===== src/rtl/addsub_seq_pkg.sv =====
// Shared opcodes, FSM encoding and sizing helper for the sequential adder/subtractor.
package addsub_seq_pkg;

   localparam logic OP_ADD = 1'b0;
   localparam logic OP_SUB = 1'b1;

   typedef enum logic [1:0] {
      ST_IDLE = 2'd0,
      ST_RUN  = 2'd1,
      ST_DONE = 2'd2
   } state_t;

   // Index width that stays at least one bit wide for single-slice builds.
   function automatic int unsigned idx_width(input int unsigned n);
      return (n > 1) ? $clog2(n) : 1;
   endfunction

endpackage


===== src/rtl/addsub_seq_if.sv =====
// Operand/result handshake bundle between a producer, the adder/subtractor and a consumer.
interface addsub_seq_if #(
   parameter int unsigned WIDTH = 16
);
   logic             in_valid;
   logic             in_ready;
   logic [WIDTH-1:0] x;
   logic [WIDTH-1:0] y;
   logic             op;
   logic             out_valid;
   logic             out_ready;
   logic [WIDTH-1:0] sum;
   logic             cout;
   logic             ovf;

   modport slave (
      input  in_valid, x, y, op, out_ready,
      output in_ready, out_valid, sum, cout, ovf
   );

   modport master (
      output in_valid, x, y, op, out_ready,
      input  in_ready, out_valid, sum, cout, ovf
   );
endinterface


===== src/rtl/addsub_seq_chunk.sv =====
// Combinational CHUNK-bit ripple-carry slice; also exposes the carry into its top bit.
module addsub_chunk #(
   parameter int unsigned CHUNK = 4
) (
   input  logic [CHUNK-1:0] a,
   input  logic [CHUNK-1:0] b,
   input  logic             cin,
   output logic [CHUNK-1:0] s,
   output logic             cout,
   output logic             c_top
);
   logic [CHUNK:0] w_c;

   always_comb begin
      w_c    = '0;
      s      = '0;
      w_c[0] = cin;
      for (int i = 0; i < int'(CHUNK); i++) begin
         s[i]     = a[i] ^ b[i] ^ w_c[i];
         w_c[i+1] = (a[i] & b[i]) | (a[i] & w_c[i]) | (b[i] & w_c[i]);
      end
   end

   assign cout  = w_c[CHUNK];
   assign c_top = w_c[CHUNK-1];
endmodule


===== src/rtl/addsub_seq.sv =====
// Multi-cycle two's-complement adder/subtractor: one shared CHUNK-bit slice walks the
// operands LSB-first, carrying between slices in a register.
module addsub_seq
   import addsub_seq_pkg::*;
#(
   parameter int unsigned WIDTH = 16,
   parameter int unsigned CHUNK = 4
) (
   input  logic              clk,
   input  logic              rst,
   addsub_seq_if.slave       bus
);
   localparam int unsigned NCHUNK = WIDTH / CHUNK;
   localparam int unsigned IDXW   = idx_width(NCHUNK);
   localparam logic [IDXW-1:0] LAST_IDX = IDXW'(NCHUNK - 1);

   state_t           r_state;
   state_t           w_state_nxt;
   logic [IDXW-1:0]  r_idx;
   logic             r_carry;
   logic [WIDTH-1:0] r_x;
   logic [WIDTH-1:0] r_y;
   logic [WIDTH-1:0] r_sum;
   logic             r_cout;
   logic             r_ovf;

   logic [CHUNK-1:0] w_a;
   logic [CHUNK-1:0] w_b;
   logic [CHUNK-1:0] w_s;
   logic             w_cout;
   logic             w_ctop;
   logic             w_accept;
   logic             w_run;
   logic             w_last;

   assign w_accept = (r_state == ST_IDLE) && bus.in_valid;
   assign w_run    = (r_state == ST_RUN);
   assign w_last   = w_run && (r_idx == LAST_IDX);
   assign w_a      = r_x[r_idx*CHUNK +: CHUNK];
   assign w_b      = r_y[r_idx*CHUNK +: CHUNK];

   addsub_chunk #(.CHUNK(CHUNK)) u_chunk (
      .a     (w_a),
      .b     (w_b),
      .cin   (r_carry),
      .s     (w_s),
      .cout  (w_cout),
      .c_top (w_ctop)
   );

   always_ff @(posedge clk or posedge rst) begin
      if (rst) r_state <= ST_IDLE;
      else     r_state <= w_state_nxt;
   end

   always_comb begin
      w_state_nxt = r_state;
      unique case (r_state)
         ST_IDLE: if (bus.in_valid)  w_state_nxt = ST_RUN;
         ST_RUN:  if (w_last)        w_state_nxt = ST_DONE;
         ST_DONE: if (bus.out_ready) w_state_nxt = ST_IDLE;
         default:                    w_state_nxt = ST_IDLE;
      endcase
   end

   // Subtraction is folded in at capture time: Y is inverted and the carry seeded with 1.
   always_ff @(posedge clk or posedge rst) begin
      if (rst) begin
         r_idx   <= '0;
         r_carry <= 1'b0;
         r_x     <= '0;
         r_y     <= '0;
         r_sum   <= '0;
         r_cout  <= 1'b0;
         r_ovf   <= 1'b0;
      end else if (w_accept) begin
         r_x     <= bus.x;
         r_y     <= bus.y ^ {WIDTH{bus.op}};
         r_carry <= bus.op;
         r_idx   <= '0;
      end else if (w_run) begin
         r_sum[r_idx*CHUNK +: CHUNK] <= w_s;
         r_carry <= w_cout;
         r_idx   <= r_idx + IDXW'(1);
         if (w_last) begin
            r_cout <= w_cout;
            r_ovf  <= w_ctop ^ w_cout;
         end
      end
   end

   assign bus.in_ready  = (r_state == ST_IDLE) && !rst;
   assign bus.out_valid = (r_state == ST_DONE);
   assign bus.sum       = r_sum;
   assign bus.cout      = r_cout;
   assign bus.ovf       = r_ovf;
endmodule


===== src/flat_wrapper.sv =====
// flat-port wrapper written by rule: the top's interface ports become plain ports
module addsub_seq_flat import addsub_seq_pkg::*;
#(
   parameter int unsigned WIDTH = 16,
   parameter int unsigned CHUNK = 4
)
  (clk, rst, bus_in_valid, bus_x, bus_y, bus_op, bus_out_ready, bus_in_ready, bus_out_valid, bus_sum, bus_cout, bus_ovf);
  addsub_seq_if #(.WIDTH(WIDTH)) bus_i ();
  input  logic clk;
  input  logic rst;
  input wire logic [$bits(bus_i.in_valid)-1:0] bus_in_valid;
  input wire logic [$bits(bus_i.x)-1:0] bus_x;
  input wire logic [$bits(bus_i.y)-1:0] bus_y;
  input wire logic [$bits(bus_i.op)-1:0] bus_op;
  input wire logic [$bits(bus_i.out_ready)-1:0] bus_out_ready;
  output wire logic [$bits(bus_i.in_ready)-1:0] bus_in_ready;
  output wire logic [$bits(bus_i.out_valid)-1:0] bus_out_valid;
  output wire logic [$bits(bus_i.sum)-1:0] bus_sum;
  output wire logic [$bits(bus_i.cout)-1:0] bus_cout;
  output wire logic [$bits(bus_i.ovf)-1:0] bus_ovf;
  assign bus_i.in_valid = bus_in_valid;
  assign bus_i.x = bus_x;
  assign bus_i.y = bus_y;
  assign bus_i.op = bus_op;
  assign bus_i.out_ready = bus_out_ready;
  assign bus_in_ready = bus_i.in_ready;
  assign bus_out_valid = bus_i.out_valid;
  assign bus_sum = bus_i.sum;
  assign bus_cout = bus_i.cout;
  assign bus_ovf = bus_i.ovf;
  addsub_seq #(.WIDTH(WIDTH), .CHUNK(CHUNK)) u_core (.clk(clk), .rst(rst), .bus(bus_i));
endmodule

===== config.mk =====
export PLATFORM = sky130hd
export DESIGN_NAME = addsub_seq_flat
export DESIGN_NICKNAME = d
export VERILOG_FILES = /design/src/rtl/addsub_seq_pkg.sv /design/src/rtl/addsub_seq_if.sv /design/src/rtl/addsub_seq_chunk.sv /design/src/rtl/addsub_seq.sv /design/src/flat_wrapper.sv
export SDC_FILE = /design/constraint.sdc
export NUM_CORES = 1
export LEC_CHECK = 0
export ABC_AREA = 1
export CORE_UTILIZATION = 52
export DETAILED_ROUTE_END_ITERATION = 16
export PLACE_DENSITY = 0.8
export RECOVER_POWER = 100
export SLEW_MARGIN = 20
export SYNTH_ARGS = -nofsm -noshare
export SYNTH_HDL_FRONTEND = slang
export SYNTH_SLANG_ARGS = --single-unit

===== constraint.sdc =====
create_clock -name clk -period 3.89 [get_ports clk]
set_input_delay 0.9725 -clock clk [delete_from_list [all_inputs] [get_ports clk]]
set_output_delay 0.9725 -clock clk [all_outputs]
set_load 0.01 [all_outputs]

Word level (Yosys, flattened, before mapping):

Cells that the tools add are included.
W data, S select, Z words.

* add/subtract/negate cells: 2
* equality and inequality tests: 6
* shifts and indexed selects: 4
* mux-type cells: 9
* bitwise gates (word level): 31
* reductions and logical operators: 9

Operators by type and width (count)
* $neg A4 Y34: 1
* $shift A4 B34 Y16 const A: 1
* $shiftx A4 B34 Y16: 1
* $shiftx A16 B5 Y4: 2
* $bwmux W16: 1
* $xor A16 B16 Y16: 1
* $and A1 B1 Y1: 12
* $mux W2: 5
* $xor A1 B1 Y1: 9
* $or A1 B1 Y1: 8
* $ne A2 B2 Y1 const B: 3
* $pmux W2 S3: 1
* $reduce_and A3 Y1: 2
* $eq A2 B2 Y1 const B: 2
* $logic_and A1 B1 Y1: 3
* $add A2 B1 Y2 const B: 1
* $eq A2 B1 Y1 const B: 1
* $logic_not A2 Y1: 1
* $mux W1: 2
* $reduce_and A2 Y1: 1
* $reduce_bool A2 Y1: 1
* $logic_not A1 Y1: 1
* $not A1 Y1: 1

* register bits after elaboration: 55
* bits of input ports: 37
* output and inout port bits: 20
* logic and storage cells: 69

Depth between registers and ports, before layout:

Gate-level depths: netlist (run 1).

* depth after elaboration: 15
* depth in mapped cells: 15
* mapped depth without buffers: 14

Cells and area by module:

From an unflattened synthesis (run 1), not the netlist that was laid out.

* cell total of the unflattened synthesis: 337
* area total of the unflattened synthesis: 2846.5 um^2

Modules (own cells, without submodules)
* addsub_seq: times used 1, cells an instance 323, area an instance 2728.9 um^2, seq. area each 1376.3 um^2
* addsub_chunk: times used 1, cells an instance 14, area an instance 117.6 um^2, seq. area each 0.0 um^2

Least setup slack after synthesis (run 1):

Ideal clock, no wire load.

* path kind: reg-to-reg
* start: reg u_core.r_idx[1]
* end: reg u_core.r_sum[15], in the netlist u_core.bus.sum[15]
* setup time: 0.116 ns
* arrival time: 2.672 ns
* required time: 3.774 ns
* setup slack: 1.102 ns
* stages on the path, launching flop included: 16
* path buffers: 1
* period minus slack after synthesis: 2.788 ns
* cells stage by stage: dfrtp_1 inv_1 buf_2 nor2_1 o21ai_0 nand2_1 fa_1 inv_1 fa_1 fa_1 inv_1 fa_1 nand3_1 inv_1 nand2_1 nand2_1

* cells in the longest elaborated chain, start to end: 13
* elaborated cells on any way between the ends: 29
* classes of those cells: add/sub (1); shift (4); mux (1); bitwise (23)

RTL lines
* start, declared: line addsub_seq.sv:19 `logic [IDXW-1:0] r_idx;`
* start signal, assigned: line addsub_seq.sv:84 `r_idx <= r_idx + IDXW'(1);`
* $shiftx A16 B5 Y4 (on tied branches): line addsub_seq.sv:39, addsub_seq.sv:40
* $and A1 B1 Y1: line addsub_seq_chunk.sv:20 `w_c[i+1] = (a[i] & b[i]) | (a[i] & w_c[i]) | (b[i] & w_c[i]);`
* $or A1 B1 Y1 (2 in a row): line addsub_seq_chunk.sv:20
* $and A1 B1 Y1: line addsub_seq_chunk.sv:20
* $or A1 B1 Y1 (2 in a row): line addsub_seq_chunk.sv:20
* $and A1 B1 Y1: line addsub_seq_chunk.sv:20
* $or A1 B1 Y1 (2 in a row): line addsub_seq_chunk.sv:20
* $xor A1 B1 Y1: line addsub_seq_chunk.sv:19 `s[i] = a[i] ^ b[i] ^ w_c[i];`
* $shiftx A4 B34 Y16: line addsub_seq.sv:82 `r_sum[r_idx*CHUNK +: CHUNK] <= w_s;`
* $bwmux W16 *: line addsub_seq.sv:82
* end signal, assigned by index: line addsub_seq.sv:82
* end, declared: line addsub_seq.sv:23 `logic [WIDTH-1:0] r_sum;`

Every way passes the cells marked *; elsewhere a longest branch is shown, timed or not.
A chain may end at the register's enable or synchronous reset.

Final worst setup path (run 1):

* start: in rst
* end: out bus_in_ready

* cells in the longest elaborated chain, start to end: 2

RTL lines
* start, declared: line flat_wrapper.sv:10 `input logic rst;`
* $logic_not A1 Y1 (no line)
* $logic_and A1 B1 Y1: line addsub_seq.sv:92 `assign bus.in_ready = (r_state == ST_IDLE) && !rst;`
* end, declared: line flat_wrapper.sv:16 `output wire logic [$bits(bus_i.in_ready)-1:0] bus_in_ready;`

No other way between the ends.

==> flow_metrics.py, run 1 <==
metrics = {
    "status": {
        "status": "finished, violations left",
        "failed_checks": "max-capacitance violations, max-slew violations",
    },
    "sta": {
        "clock_skew_ns": 0.005257,
        "timing_worst_slew_pin_value_ns": 2.388,
        "post-route-period-util_pct": 83.98,
        "timing.fmax_mhz": 306.1,
        "final_period_minus_worst_setup_slack_ns": 3.267,
        "totalNegativeSetupSlack_ns": 0,
        "report.final.slew_viol_count": 56,
        "whs_ns": 0.4815,
        "report.final.hold_viol_count": 0,
        "rsz0062_at_grt": "no",
        "setup_viol": 0,
        "max_slew_margin_pct": -60.09,
    },
    "critical_path": {
        "setup.worst_path.class": "in -> out",
        "cp.arrival_ns": 2.29,
        "path_max_fanout": 2,
        "startpoint_types": "input pin",
        "endpoint_kind": "output port",
        "timing.critical_path.required_ns": 2.92,
    },
    "grt": {
        "first_global_vias": 2323,
        "antenna_found_initial": 0,
        "grt.met1_usage_pct": 26.31,
        "grtUsageMet2_pct": 39.19,
        "track_usage_pct": 21.84,
        "grt_use_met3_pct": 4.671,
        "pin_count_of_the_biggest_net_entering_global_routing": 56,
        "grt_remaining_overflow": 0,
        "global_route.peak_usage_layer": "met2",
        "global_route_wire_length_before_repair_mm": 10.12,
    },
    "power": {
        "switching_share_pct": 44.58,
        "internal_power_mw": 1.500,
        "powerDensity_mw_per_mm2": 775.0,
        "share_clk_of_total_power_pct": 11.1,
        "totalPowerFinal_mw": 2.706,
        "sequential_share_of_power_pct": 36.3,
        "ir_worst_vdd_mv": 0.3713,
        "switchingPower_mw": 1.207,
        "comb_power_share_pct": 52.6,
        "static_leakage_nw": 1.845,
    },
    "floorplanning": {
        "fp-row-count": 26,
        "floorplan.core_area_mm2": 0.005205,
        "start_util_pct": 55.10,
        "floorplan.die_area_mm2": 0.005816,
        "dieHeight_um": 76.26,
        "die_width_um": 76.26,
        "design.portCount": 57,
    },
    "synth": {
        "ys_seq_area_share_pct": 47.99,
        "total_of_warnings_raised_by_yosys": 0,
        "synth_area_mm2": 0.002868,
        "ys.flop_type": "sky130_fd_sc_hd__dfrtp_1",
        "synth.cells.most_frequent": "sky130_fd_sc_hd__nand2_1 (174), sky130_fd_sc_hd__dfrtp_1 (55), sky130_fd_sc_hd__nor2_1 (21)",
        "synth_top_area_cell": "sky130_fd_sc_hd__dfrtp_1",
        "synth_most_common_cell": "sky130_fd_sc_hd__nand2_1",
        "synth_top_cell_area_share_pct": 47.99,
        "postSynthAreaPerCell_um2": 7.988,
        "synth_edf_count": 0,
        "yosysUniqueCellTypes": 24,
        "ys_seq_elements": 55,
        "synthCells": 359,
        "ys_top_cells_by_area": "sky130_fd_sc_hd__dfrtp_1 (48%), sky130_fd_sc_hd__nand2_1 (23%), sky130_fd_sc_hd__xor2_1 (4.9%), sky130_fd_sc_hd__nand3_1 (3.5%), sky130_fd_sc_hd__fa_1 (2.8%)",
        "synthArstFlopShare_pct": 100.0,
        "postSynthNetCount": 406,
    },
    "routing": {
        "post-route-drc-count": 0,
        "ant_nets": 0,
        "vias_per_cell": 4.892,
        "wirelength_mm": 5.708,
        "via_count": 2348,
        "drt_pass1_iterations": 4,
        "routed_wire_length_per_instance_um": 11.89,
        "dr.first_iter.drc_count": 159,
    },
    "clock_network": {
        "clkSlewWorstSetupHoldPaths_ns": 0.09,
        "cts.repair_timing.setup_buffer_count": 0,
        "cts_buf_count": 5,
        "clock_path_buffers": 2,
        "root_buffer": "sky130_fd_sc_hd__clkbuf_8",
        "cts-resized-gates": 0,
        "clock_sinks": 55,
        "cts_tree": "built",
        "clock_latency_ns": 0.30,
        "hold_buffers": 0,
        "cts-htree-levels": 2,
    },
    "layout": {
        "finish.net_count": 456,
        "antenna_cells_inserted": 0,
        "post-route-cell-area_mm2": 0.003492,
        "layout-area-overhead-vs-synth_pct": 21.77,
        "final.fill_count": 472,
        "layout-drive-gt1-share_pct": 3.415,
        "fin_cells": 480,
    },
    "placed_design": {
        "gp_routability_congestion": 0.8436,
        "dpl.hpwl_mm": 4.231,
        "detailed_place.area_mm2": 0.003417,
        "portBuffers": 56,
        "numPlacedInstances": 472,
    },
    "flow_run": {
        "timing.max_cap.violations": 1,
    },
    "worst_hold_path": {
        "hp-class": "reg -> reg",
    },
}
through the flow:
step	setup WS, ns	utilization [%]
CTS	0.7820	67.21
finish	0.6233	67.09
global placement	0.7936	65.65
floorplan	1.102	-
detailed placement	0.7917	65.65
global route	0.5359	67.09
layout by cell type, fill, tap and decap left out:
cell                              instances
sky130_fd_sc_hd__nand3_2                  1
sky130_fd_sc_hd__inv_1                   19
sky130_fd_sc_hd__o21ai_0                 14
sky130_fd_sc_hd__inv_4                    1
sky130_fd_sc_hd__clkbuf_1                 2
sky130_fd_sc_hd__nand2_2                  1
sky130_fd_sc_hd__nand3_1                 20
sky130_fd_sc_hd__nor3_1                   1
sky130_fd_sc_hd__nand2_1                175
sky130_fd_sc_hd__clkinv_2                 1
sky130_fd_sc_hd__ha_1                     6
sky130_fd_sc_hd__dlygate4sd3_1           23
sky130_fd_sc_hd__inv_2                    1
sky130_fd_sc_hd__buf_4                    1
sky130_fd_sc_hd__xnor2_1                  1
sky130_fd_sc_hd__clkbuf_8                 5
sky130_fd_sc_hd__o31ai_1                  1
sky130_fd_sc_hd__clkdlybuf4s50_1         33
sky130_fd_sc_hd__nor2_1                  21
sky130_fd_sc_hd__o211ai_1                 4
sky130_fd_sc_hd__nand4_1                  1
sky130_fd_sc_hd__nor2_2                   1
sky130_fd_sc_hd__nor2_4                   1
sky130_fd_sc_hd__dfrtp_1                 55
sky130_fd_sc_hd__xor2_1                  16
sky130_fd_sc_hd__clkinvlp_2               1
sky130_fd_sc_hd__fa_1                     4
power groups by stage:
stage	Sequential (mW)	Combinational, mW	Clock, mW
floorplan	0.963	1.09	0
global placement	0.983	1.42	0
detailed placement	0.990	1.46	0
CTS	0.980	1.47	0.311
global route	1.01	1.65	0.328
finish	0.981	1.42	0.301
worst max-delay path: stages:
cell and delay [ns]:
sky130_fd_sc_hd__dlygate4sd3_1 0.56, sky130_fd_sc_hd__nor3_1 0.13, sky130_fd_sc_hd__dlygate4sd3_1 0.63
state kept, by name, summed over array words and instances, names as in the netlist:
name             flops
u_core.bus.ovf       1
u_core.bus.sum      16
u_core.r_carry       1
u_core.r_idx         2
u_core.bus.cout      1
u_core.r_state       2
u_core.r_y          16
u_core.r_x          16
cell type report:
type                    count  area, µm²  area share, %
multi-input cells         268       1292          37.01
inverters                  22      86.33          2.472
clock inverters             1      5.005         0.1433
clock buffers               7      76.32          2.186
repair buffers             57      568.0          16.27
flip-flops and latches     55       1376          39.41
well taps                  70      87.58          2.508
final timing paths:
check	from	end	slack [ns]	depth (start not counted)
max	rst	bus_in_ready	0.62	3
min	u_core.bus.sum[10]	u_core.bus.sum[10]	0.48	2
max reg2reg	u_core.r_idx[1]	u_core.bus.sum[15]	0.79	14
min reg2reg	u_core.bus.sum[10]	u_core.bus.sum[10]	0.48	2
max in group asynchronous	rst	u_core.r_y[7]	1.03	2
min in group asynchronous	rst	u_core.r_state[1]	1.79	2
routing by layer:
| layer | vias to the layer above | share of wire, % |
|---|---|---|
| met5 | - | 0 |
| li1 | 1203 | - |
| met2 | 50 | 49 |
| met4 | 0 | 1.4 |
| met3 | 8 | 3.2 |
| met1 | 1087 | 46 |
cell families (layout without fill, tap and decap cells):
logic type	after synthesis	in the layout	synth area share (%)
adder cells (fa/ha/maj)	10	10	5.410
AO/OA/AOI/OAI	19	19	3.752
XOR/XNOR	17	17	5.192
AND/OR/NAND/NOR	222	222	30.98
buffers and inverters	36	87	6.675
flip-flops	55	55	47.99
(Power assumes the default switching activity.)
==> run 2: changes to the inputs <==
- clock period: 3.89 -> 3.2 ns (I/O delays scaled with it)
==> run 2 against run 1 <==
The flow now finishes without violations. Design area increased by 1.2%. Cell count is 1.0% higher. Critical path type unchanged. Combinational power rose by 27%.
==> flow_metrics.py, run 2 (synthesis results as in run 1) <==
metrics = {
    "status": {
        "status": "completed",
    },
    "floorplanning": {
        "fp-row-count": 26,
        "die_width_um": 76.26,
        "dieHeight_um": 76.26,
        "floorplan.core_area_mm2": 0.005205,
        "design.portCount": 57,
        "floorplan.die_area_mm2": 0.005816,
        "start_util_pct": 55.10,
    },
    "clock_network": {
        "hold_buffers": 0,
        "clock_latency_ns": 0.31,
        "cts_tree": "built",
        "cts.repair_timing.setup_buffer_count": 0,
        "clock_path_buffers": 2,
        "cts-resized-gates": 0,
        "root_buffer": "sky130_fd_sc_hd__clkbuf_8",
        "cts-htree-levels": 2,
        "clock_sinks": 55,
        "cts_buf_count": 5,
        "clkSlewWorstSetupHoldPaths_ns": 0.08,
    },
    "routing": {
        "wirelength_mm": 5.565,
        "routed_wire_length_per_instance_um": 11.47,
        "drt_pass1_iterations": 4,
        "dr.first_iter.drc_count": 116,
        "vias_per_cell": 4.907,
        "ant_nets": 0,
        "via_count": 2380,
        "post-route-drc-count": 0,
    },
    "sta": {
        "clock_skew_ns": 0.007918,
        "final_period_minus_worst_setup_slack_ns": 2.927,
        "setup_viol": 0,
        "rsz0062_at_grt": "no",
        "report.final.hold_viol_count": 0,
        "max_slew_margin_pct": 14.66,
        "post-route-period-util_pct": 91.48,
        "timing_worst_slew_pin_value_ns": 1.280,
        "timing.fmax_mhz": 341.6,
        "report.final.slew_viol_count": 0,
        "whs_ns": 0.4781,
        "totalNegativeSetupSlack_ns": 0,
    },
    "layout": {
        "final_common_cell": "sky130_fd_sc_hd__nand2_1",
        "layout-area-overhead-vs-synth_pct": 23.25,
        "multiInputGateArea_mm2": 0.001290,
        "layout-drive-gt1-share_pct": 4.578,
        "final.fill_count": 466,
        "finish.net_count": 462,
        "final-seq-area_mm2": 0.001376,
        "antenna_cells_inserted": 0,
        "most-common-layout-cells": "sky130_fd_sc_hd__nand2_1 (175), sky130_fd_sc_hd__dfrtp_1 (55), sky130_fd_sc_hd__clkdlybuf4s50_1 (34)",
    },
    "grt": {
        "first_global_vias": 2382,
        "global_route_wire_length_before_repair_mm": 10.07,
        "antenna_found_initial": 0,
        "grt_remaining_overflow": 0,
        "pin_count_of_the_biggest_net_entering_global_routing": 56,
        "track_usage_pct": 21.43,
    },
    "critical_path": {
        "timing.critical_path.required_ns": 2.40,
        "startpoint_types": "input pin",
        "worst-r2r-setup-slack_ns": 0.31,
        "slowest_stage": "sky130_fd_sc_hd__dlygate4sd3_1",
        "r2r_cells": 13,
        "timing.critical_path.cells": "dlygate4sd3_1 -> nor3_1 -> dlygate4sd3_1",
        "worstReg2RegStart": "u_core.r_idx[0]",
        "cp.arrival_ns": 2.13,
        "timing.critical_path.slowest_cell_delay_ns": 0.63,
        "critical_path.most_common_cell": "sky130_fd_sc_hd__dlygate4sd3_1",
        "setup.worst_path.class": "in -> out",
        "endpoint_kind": "output port",
        "startpoint": "rst",
        "path_max_fanout": 2,
    },
    "flow_run": {
        "timing.max_cap.violations": 0,
    },
    "power": {
        "powerDensity_mw_per_mm2": 952.1,
        "ir_worst_vdd_mv": 0.4549,
        "static_leakage_nw": 1.879,
    },
    "placed_design": {
        "gp_routability_congestion": 0.8704,
        "portBuffers": 56,
        "dpl.hpwl_mm": 4.290,
    },
    "worst_hold_path": {
        "hp-class": "reg -> reg",
        "min_path_cells": 2,
        "hold_path_startpoint": "u_core.bus.sum[6]",
    },
}
## run 2: routing by layer
metal	GRT usage, %	vias up	wire (µm)
met4	5.769	0	68
met5	0	-	0
li1	-	1215	-
met1	26.27	1101	2465
met3	3.713	6	217
met2	38.74	58	2814
## run 2: path summary, 6_finish.rpt
check | endpoint
max | bus_in_ready
min | u_core.bus.sum[6]
max reg2reg | u_core.bus.sum[15]
min reg2reg | u_core.bus.sum[6]
max in group asynchronous | u_core.r_x[13]
min in group asynchronous | u_core.bus.sum[12]
## run 2: worst max-delay path, delay by kind of cell
kind,cells,cell delay (ns)
AND/OR/NAND/NOR,1,0.14
buffers and inverters,2,1.19
## run 2: layout make-up
type / count / share of cell area (%)
inverter: 22 / 2.336
multi-input combinational: 268 / 36.50
clock buffer: 6 / 2.336
clock inverter: 1 / 0.1416
sequential: 55 / 38.94
timing repair buffer: 63 / 17.27
tap: 70 / 2.478
## run 2: stage by stage
step | setup slack, ns | cells | instance area, µm² | power (mW) | utilization (%)
5_1_grt | 0.1347 | 485 | 3535 | 3.702 | 67.91
3_3_place_gp | 0.4421 | 478 | 3462 | 2.971 | 66.51
3_5_place_dp | 0.3563 | 478 | 3462 | 3.049 | 66.51
6_report | 0.2726 | 485 | 3535 | 3.365 | 67.91
4_1_cts | 0.3090 | 485 | 3550 | 3.439 | 68.20
2_1_floorplan | 0.4118 | 359 | 2868 | 2.490 | -
## run 2: power by group
part | leakage, nW | switching [mW] | internal (mW)
Sequential | 0.705 | 0.188 | 0.987
Combinational | 1.13 | 1.09 | 0.727
Clock | 0.0470 | 0.207 | 0.170
==> run 3: changes to the inputs <==
- CORE_MARGIN: default -> 2
- CORE_UTILIZATION: 52 -> 45
- PLACE_DENSITY: 0.8 -> default
- PLACE_DENSITY_LB_ADDON: default -> 0.2
==> run 3 against run 2 <==
Total power rose by 2.0%. Clock-buffer cell count fell by 1. Routed wire length rose by 4.9%. Combinational power barely moved. Critical path type unchanged.
==> flow_metrics.py, run 3 (synthesis results as in run 1) <==
metrics = {
    "power": {
        "ir_worst_vdd_mv": 0.4798,
        "static_leakage_nw": 1.884,
        "totalPowerFinal_mw": 3.434,
        "powerDensity_mw_per_mm2": 966.3,
    },
    "worst_hold_path": {
        "hp-class": "reg -> reg",
        "min_path_cells": 2,
        "hold_path_startpoint": "u_core.bus.sum[8]",
        "holdPathEnd": "u_core.bus.sum[8]",
    },
    "floorplanning": {
        "fp-row-count": 29,
        "floorplan.die_area_mm2": 0.007027,
        "die_width_um": 83.83,
        "start_util_pct": 45.95,
        "dieHeight_um": 83.83,
        "floorplan.core_area_mm2": 0.006241,
        "design.portCount": 57,
    },
    "routing": {
        "via_count": 2368,
        "ant_nets": 0,
        "vias_per_cell": 4.823,
        "post-route-drc-count": 0,
        "dr.first_iter.drc_count": 94,
        "drt_pass1_iterations": 5,
        "routed_wire_length_per_instance_um": 11.89,
        "wirelength_mm": 5.836,
    },
    "grt": {
        "track_usage_pct": 17.50,
        "first_global_vias": 2319,
        "global_route_wire_length_before_repair_mm": 10.17,
        "grt_remaining_overflow": 0,
        "pin_count_of_the_biggest_net_entering_global_routing": 35,
        "antenna_found_initial": 0,
    },
    "critical_path": {
        "path_max_fanout": 2,
        "setup.worst_path.class": "in -> out",
        "r2r_cells": 15,
        "startpoint_types": "input pin",
        "timing.critical_path.required_ns": 2.40,
        "worstReg2RegStart": "u_core.r_idx[0]",
        "cp.arrival_ns": 2.10,
        "endpoint_kind": "output port",
        "worst-r2r-setup-slack_ns": 0.32,
        "reg2reg_to": "u_core.bus.sum[15]",
    },
    "layout": {
        "multiInputGateArea_mm2": 0.001290,
        "fin_cells": 491,
        "most-common-layout-cells": "sky130_fd_sc_hd__nand2_1 (175), sky130_fd_sc_hd__dfrtp_1 (55), sky130_fd_sc_hd__clkdlybuf4s50_1 (34)",
        "layout-area-overhead-vs-synth_pct": 23.91,
        "final_common_cell": "sky130_fd_sc_hd__nand2_1",
        "antenna_cells_inserted": 0,
        "layout-drive-gt1-share_pct": 4.348,
        "final-seq-area_mm2": 0.001376,
        "finish.net_count": 460,
        "final.fill_count": 594,
    },
    "flow_run": {
        "timing.max_cap.violations": 0,
    },
    "sta": {
        "clock_skew_ns": 0.004144,
        "timing_worst_slew_pin_value_ns": 1.058,
        "post-route-period-util_pct": 90.52,
        "report.final.hold_viol_count": 0,
        "max_slew_margin_pct": 29.27,
        "setup_viol": 0,
        "totalNegativeSetupSlack_ns": 0,
        "rsz0062_at_grt": "no",
        "final_period_minus_worst_setup_slack_ns": 2.897,
        "report.final.slew_viol_count": 0,
        "timing.fmax_mhz": 345.2,
    },
    "clock_network": {
        "clock_path_buffers": 2,
        "cts.repair_timing.setup_buffer_count": 0,
        "clock_latency_ns": 0.31,
        "clkSlewWorstSetupHoldPaths_ns": 0.10,
        "cts-htree-levels": 2,
        "cts_tree": "built",
        "cts_buf_count": 5,
        "clock_sinks": 55,
        "hold_buffers": 0,
        "root_buffer": "sky130_fd_sc_hd__clkbuf_8",
        "cts-resized-gates": 0,
    },
    "placed_design": {
        "portBuffers": 56,
        "gp_routability_congestion": 0.8343,
        "numPlacedInstances": 483,
        "dpl.hpwl_mm": 4.350,
    },
    "status": {
        "status": "completed",
    },
}
run 3: cell count changes in the layout (fill, tap and decap cells not counted):
cell / delta
sky130_fd_sc_hd__buf_4: -2
sky130_fd_sc_hd__clkinv_1: -1
sky130_fd_sc_hd__clkinv_4: +1
sky130_fd_sc_hd__bufinv_16: +1
sky130_fd_sc_hd__inv_1: +1
sky130_fd_sc_hd__clkbuf_8: -1
run 3: layer usage:
metal	track usage [%]	vias to the layer above	share of wire, %
met5	0	-	0
met4	4.692	0	0.63
met3	3.363	4	4.3
met2	29.02	56	49
met1	23.63	1100	46
li1	-	1208	-
run 3: cell type report:
cell class / instances / area share, %
tap: 77 / 2.711
sequential: 55 / 38.73
timing repair buffer: 61 / 16.76
clock buffer: 5 / 1.937
multi-input combinational: 268 / 36.30
inverter: 22 / 2.324
clock inverter: 3 / 1.232
run 3: worst max path at each step:
| stage | to | from | slack [ns] |
|---|---|---|---|
| after floorplan | u_core.bus.sum[15] | u_core.r_idx[1] | 0.41 |
| after global placement | u_core.bus.sum[15] | u_core.r_idx[0] | 0.40 |
| after detailed placement | u_core.bus.sum[15] | u_core.r_idx[0] | 0.33 |
| after CTS | u_core.bus.sum[11] | u_core.r_idx[0] | 0.31 |
| after global routing | u_core.bus.sum[11] | u_core.r_idx[0] | 0.06 |
| final | bus_in_ready | rst | 0.30 |
run 3: stage by stage:
stage               area (µm²)  util [%]  hold WS, ns  worst slack (ns)
finish                    3553     56.94       0.4823            0.3034
global route              3553     56.94       0.5050           0.06220
CTS                       3581     57.38       0.4935            0.3095
detailed placement        3468     55.57       0.4677            0.3279
global placement          3468     55.57       0.4651            0.3974
floorplan                 2868         -       0.4436            0.4118
run 3: worst max-delay path, stage by stage:
cell and delay, ns:
sky130_fd_sc_hd__dlygate4sd3_1 0.55, sky130_fd_sc_hd__nor3_1 0.12, sky130_fd_sc_hd__dlygate4sd3_1 0.62
run 3: report_power, final:
part | internal [mW] | switching [mW]
Combinational | 0.710 | 1.08
Sequential | 0.986 | 0.190
Clock | 0.233 | 0.231
Total | 1.93 | 1.50
==> RTL change 1: new RTL, flow settings as in run 3 <==
Encoding of `state_t`: now one-hot (3 bits for 3 states).
--- a/src/rtl/addsub_seq_pkg.sv
+++ b/src/rtl/addsub_seq_pkg.sv
@@ -4,10 +4,10 @@
    localparam logic OP_ADD = 1'b0;
    localparam logic OP_SUB = 1'b1;
 
-   typedef enum logic [1:0] {
-      ST_IDLE = 2'd0,
-      ST_RUN  = 2'd1,
-      ST_DONE = 2'd2
+   typedef enum logic [2:0] {
+      ST_IDLE = 3'b001,
+      ST_RUN  = 3'b010,
+      ST_DONE = 3'b100
    } state_t;
 
    // Index width that stays at least one bit wide for single-slice builds.
Check against the original RTL: no difference found for any inputs over 10 cycles, from zero or initial values and one cycle with rst high; not proved beyond that.
==> RTL change 1 against run 3 <==
Clock skew grew 0.0049 ns; maximum frequency grew 0.30%; routed wire length shrank 2.1%; power shrank 7.5%; sequential share of layout area grew 1.1 points; final area shrank 0.77%; core utilization grew 2.6 points; area after synthesis shrank 3.5%; count of clock-buffer cells in the layout grew 1; sequential cell count grew 1; setup slack gained 0.0087 ns; critical path type is now reg -> reg; critical endpoint is now u_core.bus.sum[15]; highest routed layer unchanged.
==> RTL change 1: results (changes against run 3) <==
GRT
  • Largest net degree at the start of global routing: 57 (+63%)
  • First-pass GRT wire length: 9.673 mm (-4.9%)
  • GR Util All Layers: 0.1875 (+0.01245)
  • Vias in the first global route: 2113 (-8.9%)

Logic synthesis
  • Synth Flop Type: dfrtp_1
  • Cells after Synth: 327 (-8.9%)
  • Post-synthesis xor/xnor area fraction: 0.05380 (+0.001878)
  • Area share of fa/ha/maj cells after synthesis: 0.05606 (+0.001957)
  • Synth Area in Compound Gates: 0.1040 (+0.06646)
  • Ranking of synthesized cells by area: dfrtp_1 (50%), nand2_1 (13%), o21ai_0 (8.5%)
  • Synth Net Count: 374 (-7.9%)
  • Synth cell count leaders: nand2_1 (98), dfrtp_1 (55), o21ai_0 (47)
  • Sequential area share after synthesis: 0.5068 (+0.02685)

Pwr
  • VDD IR max: 494.6 uV (+3.1%)
  • Pleak: 1.721 nW (-8.7%)

Route
  • Iteration-0 DRC Markers: 234 (+150%)
  • TritonRoute pass-1 iters: 4 (-1)
  • Via/cell ratio: 4.855 (+0.67%)
  • Routed wire length: 5.711 mm (-2.1%)

Placement
  • Placed cells: 454 (-6.0%)
  • Area after DPL: 0.003427 mm2 (-1.2%)
  • Routability cong.: 0.8925 (+7.0%)
  • Dpl hpwl: 4.249 mm (-2.3%)

Cells and area
  • Layout cells sized above 1: 0.05168 (+0.008201)
  • FILL cells: 517 (-13%)
  • Nets@finish: 433 (-5.9%)
  • Fin cells: 462 (-5.9%)
  • # diodes: 0 (unchanged)

Worst setup path
  • CP Max Fanout: 7 (+5)
  • Crit path DAT: 3.10 ns (+1.00 ns)
  • CP max-delay cell: fa_1
  • Crit path largest cell delay: 0.46 ns (-0.16 ns)

Clock network
  • Clock slew seen by the registers of the worst setup and hold paths: 0.10 ns (about the same)

Timing
  • Hold slack: 0.4809 ns (-0.001422 ns)
  • Least-Margin Pin Slew: 1.333 ns (+0.2741 ns)
  • Clock skew: 0.009060 ns (+0.004916 ns)

Outcome
  • Outcome: finished clean
## RTL change 1: cell count changes after synthesis, moves of 4 or more
cell,before,now
nand2_1,174,98
xnor2_1,1,16
a21oi_1,0,8
xor2_1,16,1
buf_6,5,0
o21ai_0,14,47
o211ai_1,4,0
## RTL change 1: critical path: cells and delay by family, from the launching register on
family,cells,cell delay (ns)
buf+inv,3,0.34
flops,1,0.45
simple gates,5,0.36
compound gates,2,0.24
fa+ha+maj,4,1.41
## RTL change 1: final cells by class
cell class	count	area share
clock inverters	2	0.01100
repair buffers	64	0.1735
inverters	26	0.02768
well taps	75	0.02661
multi-input cells	233	0.3396
flip-flops and latches	56	0.3982
clock buffers	6	0.02342
## RTL change 1: cell families (layout without fill, tap and decap cells)
family / after synthesis / in the layout
XOR/XNOR: 17 / 17
adder cells (fa/ha/maj): 10 / 10
buffers and inverters: 38 / 98
AND/OR/NAND/NOR: 149 / 149
flip-flops: 56 / 56
AO/OA/AOI/OAI: 57 / 57
## RTL change 1: metal layers
metal,GRT usage,wire length (um),vias up
met5,0,0,-
met4,0.03500,41,0
met3,0.03587,264,5
met2,0.3065,2621,56
met1,0.2628,2783,1012
li1,-,-,1170
## RTL change 1: where the power goes
part	internal (mW)	total, mW	leakage, nW	switching [mW]
sequential	0.999	1.20	0.719	0.196
clock	0.256	0.481	0.0614	0.224
combinational	0.601	1.50	0.941	0.900
total	1.86	3.18	1.72	1.32
## RTL change 1: final timing paths
path                                    startpoint                 end  cells past startpoint
worst max-delay path               u_core.r_idx[1]  u_core.bus.sum[15]                     14
worst min-delay path            u_core.bus.sum[14]  u_core.bus.sum[14]                      2
worst max register to register     u_core.r_idx[1]  u_core.bus.sum[15]                     14
worst min register to register  u_core.bus.sum[14]  u_core.bus.sum[14]                      2
max in group asynchronous                      rst     u_core.r_idx[0]                      3
min in group asynchronous                      rst       u_core.r_x[8]                      3
## RTL change 1: through the flow
stage,worst slack [ns],util
floorplan,0.3088,-
global placement,0.3603,0.5788
detailed placement,0.2780,0.5788
CTS,0.2631,0.5993
global route,0.05945,0.5955
finish,0.3122,0.5955
==> RTL change 2: new RTL, config.mk and constraints of run 3 <==
Without the edit above. `CHUNK` is set to 4 in 3 places; all go to 5.
--- a/src/rtl/addsub_seq_chunk.sv
+++ b/src/rtl/addsub_seq_chunk.sv
@@ -1,6 +1,6 @@
 // Combinational CHUNK-bit ripple-carry slice; also exposes the carry into its top bit.
 module addsub_chunk #(
-   parameter int unsigned CHUNK = 4
+   parameter int unsigned CHUNK = 5
 ) (
    input  logic [CHUNK-1:0] a,
    input  logic [CHUNK-1:0] b,
--- a/src/rtl/addsub_seq.sv
+++ b/src/rtl/addsub_seq.sv
@@ -4,7 +4,7 @@
    import addsub_seq_pkg::*;
 #(
    parameter int unsigned WIDTH = 16,
-   parameter int unsigned CHUNK = 4
+   parameter int unsigned CHUNK = 5
 ) (
    input  logic              clk,
    input  logic              rst,
--- a/src/flat_wrapper.sv
+++ b/src/flat_wrapper.sv
@@ -2,7 +2,7 @@
 module addsub_seq_flat import addsub_seq_pkg::*;
 #(
    parameter int unsigned WIDTH = 16,
-   parameter int unsigned CHUNK = 4
+   parameter int unsigned CHUNK = 5
 )
   (clk, rst, bus_in_valid, bus_x, bus_y, bus_op, bus_out_ready, bus_in_ready, bus_out_valid, bus_sum, bus_cout, bus_ovf);
   addsub_seq_if #(.WIDTH(WIDTH)) bus_i ();
Function: changed (a bounded check fails within 4 cycles, from zero or initial values and one cycle with rst high).
==> RTL change 2 against run 3 <==
Critical path type is now reg -> reg; area after synthesis rose by 5.3%; setup slack worse by 0.12 ns; critical endpoint is now u_core.bus.sum[14]; clock skew grew 0.0031 ns; maximum frequency fell by 3.9%; combinational power rose by 3%; sequential cell count unchanged; final area up 7.6%; power up 3.4%; routed wire length is 12% higher.
==> RTL change 2: results (changes against run 3) <==
Logic synthesis
  • Netlist cell types: 19 (-21%)
  • Sequential area share after synthesis: 0.4559 (-0.02407)
  • Ranking of synthesized cells by area: dfrtp_1 (46%), nand2_1 (31%), inv_1 (5.3%)
  • Mean Syn Cell Area: 6.973 um2 (-13%)
  • Synth Net Count: 481 (+18%)

Timing
  • Final worst slack: 0.1849 ns (-0.1186 ns)
  • Hold slack: 0.4826 ns (+0.0002340 ns)
  • Slew headroom: 0.1239 (-0.1688)

Worst setup path
  • Crit path DAT: 3.23 ns (+1.13 ns)
  • CP max-delay cell: dfrtp_2
  • Crit path largest cell delay: 0.45 ns (-0.17 ns)
  • Flop2flop setup slack: 0.18 ns (-0.14 ns)
  • CP most frequent cell: nand2_1
  • CP Max Fanout: 6 (+4)

Pwr
  • VDD IR max: 402.1 uV (-16%)
  • Reg power frac: 0.325 (-0.018)
  • Final Power: 3.549 mW (+3.4%)

Cells and area
  • Fin cells: 574 (+17%)
  • Layout cells sized above 1: 0.06036 (+0.01688)
  • Nets@finish: 544 (+18%)

Placement
  • Placed cells: 563 (+17%)
  • Routability cong.: 0.9504 (+14%)
  • Place WS: 0.09222 ns (-0.2357 ns)
  • Area after DPL: 0.003671 mm2 (+5.8%)
  • Dpl hpwl: 4.903 mm (+13%)

GRT
  • Vias in the first global route: 2565 (+11%)
  • GR Util All Layers: 0.1935 (+0.01845)
  • First-pass GRT wire length: 11.51 mm (+13%)
  • Largest net degree at the start of global routing: 34 (-2.9%)

Outcome
  • Outcome: finished clean

Route
  • Iteration-0 DRC Markers: 124 (+32%)
  • Routed wire length: 6.523 mm (+12%)

Clock network
  • Post-CTS Setup Inserts: 1 (+1)
RTL change 2: cell count changes after synthesis, moves of 5 or more:
cell / before / now
a21oi_1: 0 / 6
inv_1: 20 / 43
nand2_1: 174 / 253
nand3_1: 20 / 4
nor2_1: 21 / 30
o21ai_0: 14 / 9
xor2_1: 16 / 0
RTL change 2: worst paths after layout:
| check | from | endpoint | cells after the start |
|---|---|---|---|
| worst max-delay path | u_core.r_idx[0] | u_core.bus.sum[14] | 15 |
| worst min-delay path | u_core.bus.sum[10] | u_core.bus.sum[10] | 2 |
| worst max register to register | u_core.r_idx[0] | u_core.bus.sum[14] | 15 |
| worst min register to register | u_core.bus.sum[10] | u_core.bus.sum[10] | 2 |
| max in group asynchronous | rst | u_core.r_idx[0] | 3 |
| min in group asynchronous | rst | u_core.r_state[1] | 2 |
RTL change 2: critical path, delay by kind of cell, from the launching register on:
kind	cells	cell delay, ns
compound gates	1	0.07
fa+ha+maj	5	1.66
buf+inv	3	0.32
flops	1	0.45
simple gates	6	0.41
RTL change 2: layout make-up:
class	instances	area [um2]
fillers	605	2599
multi-input cells	321	1393
flip-flops and latches	55	1378
repair buffers	69	655.6
inverters	44	165.2
well taps	77	96.34
clock buffers	5	68.82
clock inverters	3	67.56
RTL change 2: per-layer routing:
layer	global-route usage	vias to the layer above	wire (um)
met1	0.2508	1180	2941
li1	-	1411	-
met5	0	-	0
met4	0.05772	0	99
met2	0.3354	65	3247
met3	0.02887	10	235
RTL change 2: kinds of logic (layout without fill, tap and decap cells):
group                      count (synthesis)  count (layout)  synth area share
and+or+nand+nor                          292             292            0.3684
buffers and inverters                     57             121           0.08537
DFF                                       55              55            0.4559
AOI/OAI and AO/OA                         18              18           0.03232
adders and majority gates                 11              11           0.05802
